==> src/rtl/vga_sync_monitor_if.sv <==
// vga_sync_monitor_if: sync lines under test plus the monitor's measurement readouts
interface vga_sync_monitor_if;
  logic        hSync;
  logic        vSync;
  logic [11:0] line_period;
  logic [11:0] hs_width;
  logic [9:0]  lines_per_frame;
  logic [3:0]  vs_width;
  logic        locked;
  logic        err_sticky;
  logic [7:0]  frame_count;
  modport master (
    output hSync, vSync,
    input  line_period, hs_width, lines_per_frame, vs_width, locked, err_sticky, frame_count
  );
  modport slave (
    input  hSync, vSync,
    output line_period, hs_width, lines_per_frame, vs_width, locked, err_sticky, frame_count
  );
endinterface

==> src/rtl/vga_sync_monitor.sv <==
// vga_sync_monitor: measures hSync/vSync timing on ClkPort and declares lock
// once LOCK_FRAMES consecutive frames match the expected VGA timing.
module vga_sync_monitor #(
  parameter bit SYNC_ACTIVE_LOW = 1'b1,
  parameter int H_PERIOD_EXP    = 3200,
  parameter int H_PULSE_EXP     = 384,
  parameter int V_LINES_EXP     = 525,
  parameter int V_PULSE_EXP     = 2,
  parameter int H_TOL           = 4,
  parameter int LOCK_FRAMES     = 4
) (
  input logic ClkPort,
  input logic Reset,
  vga_sync_monitor_if.slave bus
);
  localparam logic [1:0]  SEARCH    = 2'd0;
  localparam logic [1:0]  MEASURE   = 2'd1;
  localparam logic [1:0]  LOCKED    = 2'd2;
  localparam logic [11:0] HP_LO     = 12'(H_PERIOD_EXP - H_TOL);
  localparam logic [11:0] HP_HI     = 12'(H_PERIOD_EXP + H_TOL);
  localparam logic [11:0] HW_LO     = 12'(H_PULSE_EXP - H_TOL);
  localparam logic [11:0] HW_HI     = 12'(H_PULSE_EXP + H_TOL);
  localparam logic [9:0]  V_LINES   = 10'(V_LINES_EXP);
  localparam logic [3:0]  V_PULSE   = 4'(V_PULSE_EXP);
  localparam logic [7:0]  LOCK_LAST = 8'(LOCK_FRAMES - 1);

  logic [1:0]  hs_sync_q, vs_sync_q;
  logic        hs_prev_q, vs_prev_q;
  logic [11:0] hcnt_q, hcnt_d;
  logic [9:0]  lcnt_q, lcnt_d;
  logic [3:0]  vlcnt_q, vlcnt_d;
  logic [11:0] line_period_q, line_period_d;
  logic [11:0] hs_width_q, hs_width_d;
  logic [9:0]  lpf_q, lpf_d;
  logic [3:0]  vs_width_q, vs_width_d;
  logic [1:0]  state_q, state_d;
  logic [7:0]  good_cnt_q, good_cnt_d;
  logic [7:0]  frame_count_q, frame_count_d;
  logic        err_q, err_d;
  logic        hs_start, hs_end, vs_start, vs_end, vs_on, timeout, good_frame, in_locked;

  // Polarity is folded in ahead of the synchronizer so the all-zero reset
  // state reads as "deasserted" and release never fakes a sync edge.
  assign vs_on    = vs_sync_q[1];
  assign hs_start = hs_sync_q[1] & ~hs_prev_q;
  assign hs_end   = ~hs_sync_q[1] & hs_prev_q;
  assign vs_start = vs_on & ~vs_prev_q;
  assign vs_end   = ~vs_on & vs_prev_q;
  assign in_locked = state_q == LOCKED;

  always_comb begin
    hcnt_d        = hs_start ? 12'd0 : (hcnt_q == 12'hfff ? hcnt_q : hcnt_q + 12'd1);
    line_period_d = hs_start ? hcnt_q + 12'd1 : line_period_q;
    hs_width_d    = hs_end ? hcnt_q + 12'd1 : hs_width_q;
    lcnt_d        = vs_start ? 10'd0 : lcnt_q + {9'd0, hs_start};
    lpf_d         = vs_start ? lcnt_q + {9'd0, hs_start} : lpf_q;
    vlcnt_d       = vs_end ? 4'd0 : (hs_start && vs_on && vlcnt_q != 4'hf) ? vlcnt_q + 4'd1 : vlcnt_q;
    vs_width_d    = vs_end ? vlcnt_q : vs_width_q;
    timeout       = hcnt_d == 12'hfff;
    good_frame    = line_period_d >= HP_LO && line_period_d <= HP_HI &&
                    hs_width_d >= HW_LO && hs_width_d <= HW_HI &&
                    lpf_d == V_LINES && vs_width_d == V_PULSE;
    state_d       = timeout ? SEARCH :
                    !vs_start ? state_q :
                    state_q == SEARCH ? MEASURE :
                    state_q == MEASURE ? ((good_frame && good_cnt_q == LOCK_LAST) ? LOCKED : MEASURE) :
                    good_frame ? LOCKED : SEARCH;
    good_cnt_d    = state_q == SEARCH ? 8'd0 :
                    (state_q == MEASURE && vs_start) ? (good_frame ? good_cnt_q + 8'd1 : 8'd0) :
                    good_cnt_q;
    frame_count_d = frame_count_q + {7'd0, in_locked & vs_start};
    err_d         = err_q | (in_locked & (timeout | (vs_start & ~good_frame)));
  end

  always_ff @(posedge ClkPort or posedge Reset) begin
    if (Reset) begin
      hs_sync_q     <= '0;
      vs_sync_q     <= '0;
      hs_prev_q     <= 1'b0;
      vs_prev_q     <= 1'b0;
      hcnt_q        <= '0;
      lcnt_q        <= '0;
      vlcnt_q       <= '0;
      line_period_q <= '0;
      hs_width_q    <= '0;
      lpf_q         <= '0;
      vs_width_q    <= '0;
      state_q       <= SEARCH;
      good_cnt_q    <= '0;
      frame_count_q <= '0;
      err_q         <= 1'b0;
    end else begin
      hs_sync_q     <= {hs_sync_q[0], bus.hSync ^ SYNC_ACTIVE_LOW};
      vs_sync_q     <= {vs_sync_q[0], bus.vSync ^ SYNC_ACTIVE_LOW};
      hs_prev_q     <= hs_sync_q[1];
      vs_prev_q     <= vs_sync_q[1];
      hcnt_q        <= hcnt_d;
      lcnt_q        <= lcnt_d;
      vlcnt_q       <= vlcnt_d;
      line_period_q <= line_period_d;
      hs_width_q    <= hs_width_d;
      lpf_q         <= lpf_d;
      vs_width_q    <= vs_width_d;
      state_q       <= state_d;
      good_cnt_q    <= good_cnt_d;
      frame_count_q <= frame_count_d;
      err_q         <= err_d;
    end
  end

  assign bus.line_period     = line_period_q;
  assign bus.hs_width        = hs_width_q;
  assign bus.lines_per_frame = lpf_q;
  assign bus.vs_width        = vs_width_q;
  assign bus.locked          = in_locked;
  assign bus.err_sticky      = err_q;
  assign bus.frame_count     = frame_count_q;
endmodule

==> src/flat_wrapper.sv <==
// flat-port wrapper written by rule: the top's interface ports become plain ports
module vga_sync_monitor_flat 
#(
  parameter bit SYNC_ACTIVE_LOW = 1'b1,
  parameter int H_PERIOD_EXP    = 3200,
  parameter int H_PULSE_EXP     = 384,
  parameter int V_LINES_EXP     = 525,
  parameter int V_PULSE_EXP     = 2,
  parameter int H_TOL           = 4,
  parameter int LOCK_FRAMES     = 4
)
  (ClkPort, Reset, bus_hSync, bus_vSync, bus_line_period, bus_hs_width, bus_lines_per_frame, bus_vs_width, bus_locked, bus_err_sticky, bus_frame_count);
  vga_sync_monitor_if bus_i ();
  input logic ClkPort;
  input logic Reset;
  input wire logic [$bits(bus_i.hSync)-1:0] bus_hSync;
  input wire logic [$bits(bus_i.vSync)-1:0] bus_vSync;
  output wire logic [$bits(bus_i.line_period)-1:0] bus_line_period;
  output wire logic [$bits(bus_i.hs_width)-1:0] bus_hs_width;
  output wire logic [$bits(bus_i.lines_per_frame)-1:0] bus_lines_per_frame;
  output wire logic [$bits(bus_i.vs_width)-1:0] bus_vs_width;
  output wire logic [$bits(bus_i.locked)-1:0] bus_locked;
  output wire logic [$bits(bus_i.err_sticky)-1:0] bus_err_sticky;
  output wire logic [$bits(bus_i.frame_count)-1:0] bus_frame_count;
  assign bus_i.hSync = bus_hSync;
  assign bus_i.vSync = bus_vSync;
  assign bus_line_period = bus_i.line_period;
  assign bus_hs_width = bus_i.hs_width;
  assign bus_lines_per_frame = bus_i.lines_per_frame;
  assign bus_vs_width = bus_i.vs_width;
  assign bus_locked = bus_i.locked;
  assign bus_err_sticky = bus_i.err_sticky;
  assign bus_frame_count = bus_i.frame_count;
  vga_sync_monitor #(.SYNC_ACTIVE_LOW(SYNC_ACTIVE_LOW), .H_PERIOD_EXP(H_PERIOD_EXP), .H_PULSE_EXP(H_PULSE_EXP), .V_LINES_EXP(V_LINES_EXP), .V_PULSE_EXP(V_PULSE_EXP), .H_TOL(H_TOL), .LOCK_FRAMES(LOCK_FRAMES)) u_core (.ClkPort(ClkPort), .Reset(Reset), .bus(bus_i));
endmodule
==> config.mk <==
export PLATFORM = sky130hd
export DESIGN_NAME = vga_sync_monitor_flat
export DESIGN_NICKNAME = d
export VERILOG_FILES = /design/src/rtl/vga_sync_monitor_if.sv /design/src/rtl/vga_sync_monitor.sv /design/src/flat_wrapper.sv
export SDC_FILE = /design/constraint.sdc
export NUM_CORES = 1
export LEC_CHECK = 0
export ABC_AREA = 1
export BUFFER_PORTS_ARGS = -buffer_cell sky130_fd_sc_hd__buf_2
export CAP_MARGIN = 20
export CORE_MARGIN = 2
export CORE_UTILIZATION = 45
export CTS_CLUSTER_DIAMETER = 100
export CTS_CLUSTER_SIZE = 25
export DETAILED_ROUTE_END_ITERATION = 6
export PLACE_DENSITY = 0.66
export SLEW_MARGIN = 20
export SYNTH_ARGS = -nofsm -noshare
export SYNTH_HDL_FRONTEND = slang
export SYNTH_SLANG_ARGS = --single-unit
==> constraint.sdc <==
create_clock -name ClkPort -period 2.3 [get_ports ClkPort]
set_input_delay 0.115 -clock ClkPort [delete_from_list [all_inputs] [get_ports ClkPort]]
set_output_delay 0.115 -clock ClkPort [all_outputs]
set_load 0.01 [all_outputs]
* After elaboration in Yosys (flattened, before gate mapping) *
Index checks and enable logic that the tools add are counted.

storage, ports and cells
  flip-flop bits (word level) = 89
  logic and storage cells = 79

cells by class
  mux-type cells = 18
  bitwise operators = 16
  add/sub/neg operators = 5
  equal/unequal tests = 8
  order comparisons = 4
  reductions and logical operators = 13

operators by type and width
  operator                                                                 number
  12-bit 2-to-1 mux                                                        4
  12-bit == test (second input constant)                                   2
  8-bit 2-to-1 mux                                                         3
  10-bit 2-to-1 mux                                                        2
  12-bit by 1-bit adder with 12-bit output (second input constant)         1
  12-bit >= comparator (second input constant)                             1
  12-bit by 9-bit >= comparator with 1-bit output (second input constant)  1
  12-bit <= comparator (second input constant)                             1
  12-bit by 9-bit <= comparator with 1-bit output (second input constant)  1
  2-bit 2-to-1 mux                                                         6
  4-bit 2-to-1 mux                                                         3
  10-bit by 1-bit adder with 10-bit output                                 1
  10-bit == test (second input constant)                                   1
  1-bit logical AND                                                        9
  8-bit by 1-bit adder with 8-bit output                                   1
  8-bit by 1-bit adder with 8-bit output (second input constant)           1
  8-bit by 2-bit == test with 1-bit output (second input constant)         1
  1-bit bitwise AND                                                        7
  1-bit NOT                                                                7
  2-bit nonzero test                                                       3
  4-bit by 1-bit adder with 4-bit output (second input constant)           1
  4-bit by 2-bit == test with 1-bit output (second input constant)         1
  4-bit != test (second input constant)                                    1
  2-bit by 1-bit == test with 1-bit output (second input constant)         1
  other kinds (3)                                                          4

* Longest topological paths before layout *
  word-level depth = 15
  depth in mapped cells = 22
  gate-level depth less buffers = 21

* Worst setup path after synthesis *
OpenSTA, ideal clock, no wires.

  path type = reg-to-reg
  from = register u_core.hs_sync_q[1]
  to = register u_core.err_q, in the netlist u_core.bus.err_sticky
  stages on the path, launching flop included = 17
  arrival = 2.388 ns
  buffers on the path = 1
  setup slack = -0.209 ns
  period minus slack after synthesis = 2.509 ns
  required time = 2.179 ns
  path through = dfrtp_1 -> inv_2 -> nor2_4 -> buf_4 -> ha_1 -> ha_1 -> nand2_1 -> nor2_1 -> nand4_1 -> xor2_1 -> nand2_1 -> nand2_1 -> nand2_2 -> nor2_4 -> nand3_4 -> o21ai_1 -> nand2_1

between the ends
  cells in the longest elaborated chain, start to end = 13

RTL lines
  what                                                                                               RTL line                 source
  start: declaration                                                                                 vga_sync_monitor.sv:27   logic [1:0] hs_sync_q, vs_sync_q;
  start signal: assignment                                                                           vga_sync_monitor.sv:93   hs_sync_q <= {hs_sync_q[0], bus.hSync ^ SYNC_ACTIVE_LOW};
  parallel branches: the longest is 10 deep, another holds 10-bit by 1-bit adder with 10-bit output  n/a
  1-bit bitwise OR *                                                                                 vga_sync_monitor.sv:72   err_d = err_q | (in_locked & (timeout | (vs_start & ~good_frame)));
  1-bit bitwise AND *                                                                                vga_sync_monitor.sv:72
  1-bit bitwise OR *                                                                                 vga_sync_monitor.sv:72
  net u_core.err_d                                                                                   vga_sync_monitor.sv:39   logic err_q, err_d;
  end signal: assignment                                                                             vga_sync_monitor.sv:107  err_q <= err_d;
  end: declaration                                                                                   vga_sync_monitor.sv:39

Mark *: on every way through the listed nets, which the timed path passes.
A chain may end at the register's enable or synchronous reset.

* Worst setup path after layout *
  from = register u_core.hs_sync_q[1]
  to = register u_core.good_cnt_q[5]

between the ends
  cells in the longest elaborated chain, start to end = 11

RTL lines
  what                                                                                              RTL line                 source
  parallel branches: the longest is 6 deep, another holds 10-bit by 1-bit adder with 10-bit output  n/a
  1-bit logical AND *                                                                               vga_sync_monitor.sv:61   hs_width_d >= HW_LO && hs_width_d <= HW_HI &&
  1-bit logical AND *                                                                               vga_sync_monitor.sv:62   lpf_d == V_LINES && vs_width_d == V_PULSE;
  8-bit 2-to-1 mux * (2 in a row)                                                                   vga_sync_monitor.sv:69   (state_q == MEASURE && vs_start) ? (good_frame ? good_cnt_q + 8'd1 : 8'd0) :
  8-bit 2-to-1 mux *                                                                                vga_sync_monitor.sv:68   good_cnt_d = state_q == SEARCH ? 8'd0 :
  end signal: assignment                                                                            vga_sync_monitor.sv:105  good_cnt_q <= good_cnt_d;
  end: declaration                                                                                  vga_sync_monitor.sv:37   logic [7:0] good_cnt_q, good_cnt_d;

Every way passes the cells marked *. The select of a mux whose other input is x is not followed.

==> summary.txt <==
Clock tree
  • Clock Latency Late Sink: approximately 0.36 ns
  • CTS tree: built
  • H-tree Lvls: 3
  • CTS Buf Count: 9
  • CTS Sinks: a little under 90
  • Clk pin slew, worst setup/hold paths: approximately 0.09 ns
  • Root cell of the clock tree: clkbuf_8
  • Clock buffer depth: 2

Yosys
  • Synthesized flop and latch total: slightly below 90
  • Syn Nets: between 500 and 600
  • Commonest cells post-synth: nand2_1, dfrtp_1, inv_1
  • Synth area leader: dfrtp_1
  • Sequential fraction of the synthesis area: about half
  • Syn Area/Cell: approximately 8 µm²
  • Warnings from Yosys: 0
  • Mapped Cells: 570
  • Top cell type's share of synthesized area: between 40% and 50%
  • Yosys cell types: 38
  • Top cells by area, synth: dfrtp_1, nand2_1, inv_1
  • Cell area after synthesis: ~4600 µm²
  • Async SR Flop Fraction: between 90% and 100%
  • Number of flops mapped to enable cells by yosys: 0
  • Predominant post-synthesis flop cell: dfrtp_1
  • Top-count cell post-synth: nand2_1

Run status
  • Status: finished, violations left
  • Failing checks: negative setup slack

Timing
  • Setup Skew: around 0.015 ns
  • Tmin final: between 2 and 2.5 ns
  • Slew HR: between 50% and 60%
  • Hold Vio Cnt, Final: 0
  • Hold Worst Slack: ~0.37 ns
  • # setup viols final: 2
  • Actual slew at the worst max-slew pin: between 0.7 and 0.8 ns
  • FMAX: roughly 430 MHz
  • RSZ-0062 raised after global routing: yes
  • Final setup margin: -0.00575 ns
  • Final worst-path cycle share: 100%
  • Fin. max-slew vios: 0

Detailed routing
  • Starting DRC count in detailed routing: between 200 and 250
  • DR pass1 iterations: 4
  • Via count: ~3,900
  • Vias/cell: about 4.9
  • Routed WL: approximately 10,000 µm
  • Post-route ant nets: 0
  • Routed wire per std cell: ~13 µm
  • DR DRC count: 0

Critical path
  • Worst EP arrival: about 2.6 ns
  • CP Launch Type: flip-flop
  • Critical Path RT: 2.56 ns
  • Critical Path Fanout Max: 5
  • CP endpoint kind: flip-flop
  • CP dominant cell by count: nor2_4
  • Crit path kind: reg -> reg
  • CP Cell Sequence: inv_2 -> nor2_4 -> ha_4 -> ha_4 -> nand2_4 -> nor2_4 -> nand4_1 -> xor2_2 -> nand2_1 -> nand2_2 -> nand2_2 -> nor2_4 -> nand3_4 -> o31ai_2
  • CP max stage delay: 0.37 ns
  • Worst path slowest cell: dfrtp_1

Placed design
  • Area after DPL: roughly 5200 µm²
  • Post-DP HPWL: around 7700 µm
  • RePlAce Congestion: just over 0.9
  • I/O Buffers: 51
  • Place WS: -0.0646 ns
  • Placed Cells: 772

Die
  • Die Wd: 105 µm
  • Die area: 11,000 µm²
  • Core area: around 10000 µm²
  • Initial Util: between 40% and 50%
  • IO Pins: 52
  • Die height: approximately 100 µm
  • # rows: 36

Global routing
  • Aggregate global routing overflow: 0
  • Vias in the first global route: roughly 3,700
  • Initial antenna violation count: 0
  • Total GRT Usage: 19.7%
  • Largest net degree at the start of global routing: 39
  • First-pass GRT wire length: between 15,000 and 20,000 µm

Flow run
  • Max Cap Viol: 0

Layout
  • Final antenna diode count: 0
  • Post-route cell area: around 5500 µm²
  • Layout overhead on the synthesized area: 20.2%
  • Nets: between 600 and 700
  • Finished Layout Cells: just under 800
  • Share of layout cells above drive strength 1: around a quarter

Power and ir drop
  • Logic gate share of total power: between 20% and 30%
  • Clock share of power: between 20% and 30%
  • Sw Share: 31.1%
  • Pleak: 2.93 nW
  • VDD IR max: between 0.0004 and 0.0005 V
  • Sw Pwr: between 0.001 and 0.0015 W
  • Internal power: 0.00239 W
  • Pwr dens: 633 nW/µm²
  • Flop pwr share: 51.7%

Hold path
  • Worst hold path type: reg -> reg
-- cell usage in the layout (no fill, tap or decap), drive strengths merged, types with 2 or more instances in the layout --
| master | n |
|---|---|
| nor4 | 2 |
| a31oi | 3 |
| nand3 | 58 |
| o22ai | 2 |
| or2 | 13 |
| nor2 | 58 |
| inv | 88 |
| ha | 7 |
| clkinv | 2 |
| nor3 | 7 |
| buf | 83 |
| nand4 | 11 |
| nand2 | 178 |
| a21oi | 4 |
| o21ai | 12 |
| xor2 | 11 |
| clkinvlp | 3 |
| dlygate4sd3 | 3 |
| xnor2 | 3 |
| o21bai | 2 |
| o31ai | 6 |
| dfrtp | 89 |
| clkbuf | 12 |
-- worst paths after layout --
check | cells after the start | end | slack, ns | from
setup / recovery | 14 | u_core.good_cnt_q[5] | -0.006 | u_core.hs_sync_q[1]
max in group asynchronous | 4 | u_core.bus.lines_per_frame[3] | 1.24 | Reset
min in group asynchronous | 3 | u_core.hcnt_q[5] | 0.42 | Reset
hold / removal | 0 | u_core.vs_sync_q[1] | 0.37 | u_core.vs_sync_q[0]
setup reg to reg | 14 | u_core.good_cnt_q[5] | -0.006 | u_core.hs_sync_q[1]
hold reg to reg | 0 | u_core.vs_sync_q[1] | 0.37 | u_core.vs_sync_q[0]
-- power groups by stage --
| stage | Sequential [W] | Clock [W] | Combinational, W |
|---|---|---|---|
| after floorplan | 0.00185 | 0 | 0.000412 |
| after global placement | 0.00182 | 0 | 0.000676 |
| after detailed placement | 0.00182 | 0 | 0.000680 |
| after CTS | 0.00179 | 0.00101 | 0.000690 |
| after global routing | 0.00182 | 0.00107 | 0.000794 |
| final | 0.00180 | 0.000980 | 0.000699 |
-- logic make-up after synthesis --
kind of cell | count (synthesis) | synth area share [%]
compound gates | 33 | 5.18
simple gates | 328 | 32.5
xor+xnor | 14 | 2.68
flops | 89 | 48.8
fa+ha+maj | 7 | 1.92
buf+inv | 99 | 8.96
-- state kept, by name (all words and copies together) (netlist names) --
signal	count
u_core.bus.err_sticky	1
u_core.bus.frame_count	8
u_core.bus.hs_width	12
u_core.bus.line_period	12
u_core.bus.lines_per_frame	10
u_core.bus.vs_width	4
u_core.good_cnt_q	8
u_core.hcnt_q	12
u_core.hs_prev_q	1
u_core.hs_sync_q	2
u_core.lcnt_q	10
u_core.state_q	2
u_core.vlcnt_q	4
u_core.vs_prev_q	1
u_core.vs_sync_q	2
-- final cells by class --
type | count | area (µm²)
clock inverters | 4 | 28.8
flip-flops and latches | 89 | 2230
repair buffers | 86 | 567
clock buffers | 12 | 145
well taps | 133 | 166
inverters | 89 | 338
multi-input cells | 383 | 2020
fillers | 927 | 4330
-- critical path, delay by kind of cell (launching register included) --
kind,cells,cell delay (ns)
AO/OA/AOI/OAI,1,0.25
AND/OR/NAND/NOR,9,1.00
XOR/XNOR,1,0.22
adder cells (fa/ha/maj),2,0.31
flip-flops,1,0.37
buffers and inverters,1,0.06
-- per-layer routing --
layer	share of wire [%]	wire [µm]	GRT usage, %
met1	48	4940	27.5
met3	5.4	550	3.49
met4	1.1	108	8.00
met5	0	0	0
met2	45	4650	30.5
-- metrics by stage --
stage	power [W]	util [%]	TNS, ns
after floorplan	0.00226	-	-0.0442
after global placement	0.00249	53.0	-0.133
after detailed placement	0.00250	53.0	-0.180
after CTS	0.00349	55.3	0
after global routing	0.00368	55.9	-1.89
final	0.00348	55.9	-0.00750
-- repair_timing --
action | 4_1_cts | 5_1_grt
hold buffers | 3 | 0
buffers inserted | 1 | 3
endpoints found under the setup margin | 9 | 11
pin swaps | 6 | 10
resized for setup | 3 | 12
endpoints found under the hold margin | 32 | 0
cloned | 1 | 0
Power figures use the tool's default switching activity.
